==> config.mk <==
export PLATFORM = sky130hd
export DESIGN_NAME = mips_fetch_unit
export DESIGN_NICKNAME = d
export VERILOG_FILES = /design/src/rtl/mips_pkg.sv /design/src/rtl/mips_next_pc.sv /design/src/rtl/mips_fetch_unit.sv
export SDC_FILE = /design/constraint.sdc
export NUM_CORES = 1
export LEC_CHECK = 0
export ABC_AREA = 1
export CORE_AREA = 2 2 152 154
export DETAILED_ROUTE_END_ITERATION = 10
export DIE_AREA = 0 0 154 156
export PLACE_DENSITY = 0.67
export SLEW_MARGIN = 20
export SYNTH_ARGS = -nofsm -noshare
export SYNTH_HDL_FRONTEND = slang
export SYNTH_SLANG_ARGS = --single-unit
==> constraint.sdc <==
create_clock -name clk -period 7 [get_ports clk]
set_input_delay 1.05 -clock clk [delete_from_list [all_inputs] [get_ports clk]]
set_output_delay 1.05 -clock clk [all_outputs]
set_load 0.05 [all_outputs]
==> src/rtl/mips_pkg.sv <==
// mips_pkg: opcodes, fetch state type and reset PC default shared by the MIPS front end
package mips_pkg;
  localparam logic [5:0] OP_RTYPE = 6'h00;
  localparam logic [5:0] OP_J = 6'h02;
  localparam logic [5:0] OP_BEQ = 6'h04;
  localparam logic [5:0] OP_LW = 6'h23;
  localparam logic [5:0] OP_SW = 6'h2B;
  localparam logic [31:0] DEFAULT_RESET_PC = 32'h0000_0000;
  typedef enum logic [1:0] {S_BOOT, S_FETCH, S_HOLD} fetch_state_t;
endpackage

==> src/rtl/mips_next_pc.sv <==
// mips_next_pc: sequential / jump / taken-branch next PC selection
module mips_next_pc (
  input  logic [31:0] pc,
  input  logic [31:0] instr,
  input  logic        jump,
  input  logic        branch,
  input  logic        zero,
  output logic [31:0] next_pc
);
  logic [31:0] pc4;
  assign pc4 = pc + 32'd4;
  assign next_pc = jump ? {pc4[31:28], instr[25:0], 2'b00} :
                   (branch && zero) ? pc4 + {{14{instr[15]}}, instr[15:0], 2'b00} : pc4;
endmodule

==> src/rtl/mips_fetch_unit.sv <==
// mips_fetch_unit: PC owner fetching words over req/ack and handing them downstream via valid/ready
module mips_fetch_unit
  import mips_pkg::*;
#(
  parameter logic [31:0] RESET_PC = DEFAULT_RESET_PC,
  parameter int CNT_W = 32
) (
  input  logic             clk,
  input  logic             rst_n,
  output logic             imem_req,
  output logic [31:0]      imem_addr,
  input  logic             imem_ack,
  input  logic [31:0]      imem_rdata,
  output logic             instr_valid,
  input  logic             instr_ready,
  output logic [31:0]      instr,
  output logic [5:0]       op,
  output logic [31:0]      instr_pc,
  input  logic             jump,
  input  logic             branch,
  input  logic             zero,
  output logic [CNT_W-1:0] retired
);
  fetch_state_t state, state_nx;
  logic [31:0] pc, next_pc;
  logic fire;
  assign fire = instr_valid && instr_ready;
  always_ff @(posedge clk or negedge rst_n)
    if (!rst_n) state <= S_BOOT;
    else state <= state_nx;
  always_comb
    state_nx = (state == S_BOOT) ? S_FETCH :
               (state == S_FETCH) ? (imem_ack ? S_HOLD : S_FETCH) :
               (fire ? S_FETCH : S_HOLD);
  always_comb begin
    imem_req = state == S_FETCH;
    instr_valid = state == S_HOLD;
  end
  always_ff @(posedge clk or negedge rst_n)
    if (!rst_n) begin
      pc <= RESET_PC;
      instr <= '0;
      retired <= '0;
    end else begin
      if (imem_req && imem_ack) instr <= imem_rdata;
      if (fire) begin
        pc <= next_pc;
        retired <= retired + 1'b1;
      end
    end
  mips_next_pc u_next_pc (
    .pc(pc),
    .instr(instr),
    .jump(jump),
    .branch(branch),
    .zero(zero),
    .next_pc(next_pc)
  );
  assign imem_addr = pc;
  assign instr_pc = pc;
  assign op = instr[31:26];
endmodule
==> results.json <==
{
  "status": "completed",
  "drive_gt1_share_pct": 5.339,
  "dp_hpwl_um": 19630,
  "synth_edf_count": 0,
  "worst-path-max-fanout": 6,
  "fin_area_mm2": 0.009724,
  "dr.first_iter.drc_count": 576,
  "synth_cells": 1119,
  "insertion_delay_ns": 0.36,
  "cts_setup_buffers": 0,
  "syn_area_per_cell_um2": 6.894,
  "dr.pass1.iters": 6,
  "tightest_slew_ns": 0.9189,
  "die_h_um": 156,
  "fin_crit_sh_pct": 50.23,
  "drc": 0,
  "synth_area_mm2": 0.007715,
  "cts.clk_slew.worst_paths_ns": 0.07,
  "areaGrowthSynthToFinish_pct": 26.05,
  "setup_tns_ns": 0,
  "maxCapViolations": 0,
  "fin_cells": 1540,
  "synth-main-ff-cell": "dfrtp_1",
  "portBuffers": 170,
  "antenna_cells": 0,
  "slew_headroom_pct": 38.67,
  "rows": 55,
  "ys_warn_count": 0,
  "cts.sinks": 96,
  "synth_async_sr_flop_share_pct": 100.0,
  "vias_per_cell": 4.981,
  "final_antenna_net_count": 0,
  "setup_viol": 0,
  "numCtsBuffers": 9,
  "die_x_um": 154,
  "hold_viol": 0,
  "synth_top_cell_by_area": "dfrtp_1",
  "grt_pass1_wl_um": 39460,
  "start_util_pct": 34.50,
  "fin_worst_skew_ns": 0.009460,
  "place_area_mm2": 0.009452,
  "antenna_found_initial": 0,
  "root_buffer": "clkbuf_16",
  "ys_top_cells_by_area": "dfrtp_1 (31%), nand2_1 (16%), inv_1 (7.7%)",
  "wl_um": 24610,
  "max_freq_mhz": 284.4,
  "critical_path_class": "register to register",
  "rsz0062_at_grt": "false",
  "post-route-util_pct": 43.48,
  "h-tree-depth": 3,
  "worstSetupStartpointType": "register",
  "globalplace.congestion": 0.9325,
  "crit_arrival_ns": 3.76,
  "post_drt_wl_per_cell_um": 15.98,
  "yosysSeqAreaShare_pct": 31.14,
  "grt_pass1_vias": 7505,
  "hold_path_class": "register to register",
  "min_period_ns": 3.516,
  "yosysTopAreaCellShare_pct": 31.14,
  "drv_slew": 0,
  "vias": 7670,
  "ys_ff_latch": 96,
  "ctsHoldBuffers": 0,
  "die_area_mm2": 0.02402,
  "dp.cells": 1525,
  "yosysUniqueCellTypes": 41,
  "num_io_pins": 175,
  "grt_overflow_total": 0,
  "cp-end-kind": "register",
  "grt_max_degree": 55,
  "cts.path.max_buffers": 2,
  "grt_usage_pct": 20.85,
  "cts_tree": "built",
  "post_cts_resized": 0,
  "cp.required_ns": 7.25,
  "coreArea_mm2": 0.02237,
  "fin_nets": 1329
}
## metal layers
metal  track usage, %  vias up  part of all wire (%)
met2            35.02      264                    47
met1            27.35     3585                    44
met4            5.696        0                   1.9
met3            4.222       35                   6.8
met5                0        -                     0
li1                 -     3786                     -
## synth_stat cells, types with 3 or more instances
| cell | instances |
|---|---|
| nor3_1 | 22 |
| nand3_1 | 74 |
| nand2_1 | 321 |
| clkbuf_1 | 14 |
| a21o_1 | 3 |
| nand2_2 | 4 |
| mux2_2 | 30 |
| xor2_1 | 41 |
| buf_4 | 40 |
| dfrtp_1 | 96 |
| o21a_1 | 3 |
| o21bai_1 | 5 |
| o21ai_0 | 46 |
| a21oi_1 | 51 |
| ha_1 | 38 |
| xnor2_1 | 9 |
| o211ai_1 | 6 |
| nor2_4 | 5 |
| inv_1 | 159 |
| nor2_1 | 107 |
| nor4_1 | 3 |
| nand4_1 | 16 |
## state kept, by name, indices dropped and copies added (netlist names)
signal and count:
retired 32, instr 32, state 2, imem_addr 30
## final timing paths
kind / slack [ns] / to / start / depth (start not counted)
worst max-delay path: 3.48 / imem_addr[29] / imem_addr[3] / 18
worst min-delay path: 0.53 / retired[24] / retired[24] / 1
worst max register to register: 3.48 / imem_addr[29] / imem_addr[3] / 18
worst min register to register: 0.53 / retired[24] / retired[24] / 1
max in group asynchronous: 5.16 / state[0] / rst_n / 2
min in group asynchronous: 0.71 / instr[13] / rst_n / 1
## cell type report
class / instances / area (µm²)
fill: 2248 / 12640
tap: 285 / 356.6
timing repair buffer: 174 / 1729
clock buffer: 11 / 242.7
sequential: 96 / 2402
clock inverter: 4 / 30.03
inverter: 160 / 600.6
multi-input combinational: 810 / 4363
## cells in the final DEF, fill, tap and decap left out, types with 3 or more instances in the layout
master and count:
clkbuf_16 9, conb_1 4, nand2_2 4, nor2_1 107
nand3_1 74, buf_4 5, o21ai_0 46, o21a_1 3
xor2_1 41, a21o_1 3, nand2_1 321, nor4_1 3
a21oi_1 51, o211ai_1 6, nand4_1 16, inv_1 159
clkdlybuf4s50_1 169, mux2_2 30, dfrtp_1 96, ha_1 38
nor3_1 22, nor2_4 5, xnor2_1 9, o21bai_1 5
## cell families (layout without fill, tap and decap cells)
logic type / after synthesis / count (layout) / synth area share [%]
other cells: 1 / 4 / 0.04861
compound gates: 122 / 122 / 8.741
simple gates: 565 / 565 / 31.14
buf+inv: 216 / 349 / 12.46
fa+ha+maj: 39 / 39 / 6.422
mux: 30 / 30 / 4.379
flops: 96 / 96 / 31.14
xor+xnor: 50 / 50 / 5.676
## worst max-delay path: stages, from the launching register on
cell     delay [ns]
dfrtp_1        0.46
ha_1           0.19
nand3_1        0.09
nor2_1         0.37
nand3_1        0.20
nor2_1         0.37
xor2_1         0.23
inv_1          0.07
ha_1           0.34
nand2_1        0.21
nor2_1         0.07
nor2_1         0.12
nand2_1        0.08
a21oi_1        0.18
nand2_1        0.07
nand2_1        0.06
nand3_1        0.14
nand3_1        0.11
nand2_1        0.05
## stage by stage
step | setup slack (ns) | hold slack, ns
after floorplan | 3.898 | 0.5099
after global placement | 3.388 | 0.5111
after detailed placement | 3.246 | 0.5228
after CTS | 3.557 | 0.5344
after global routing | 3.166 | 0.5500
final | 3.484 | 0.5298
Power is left out: the tool's default activity adds up to more than one toggle a clock period on the data nets, which glitch-free logic cannot reach.
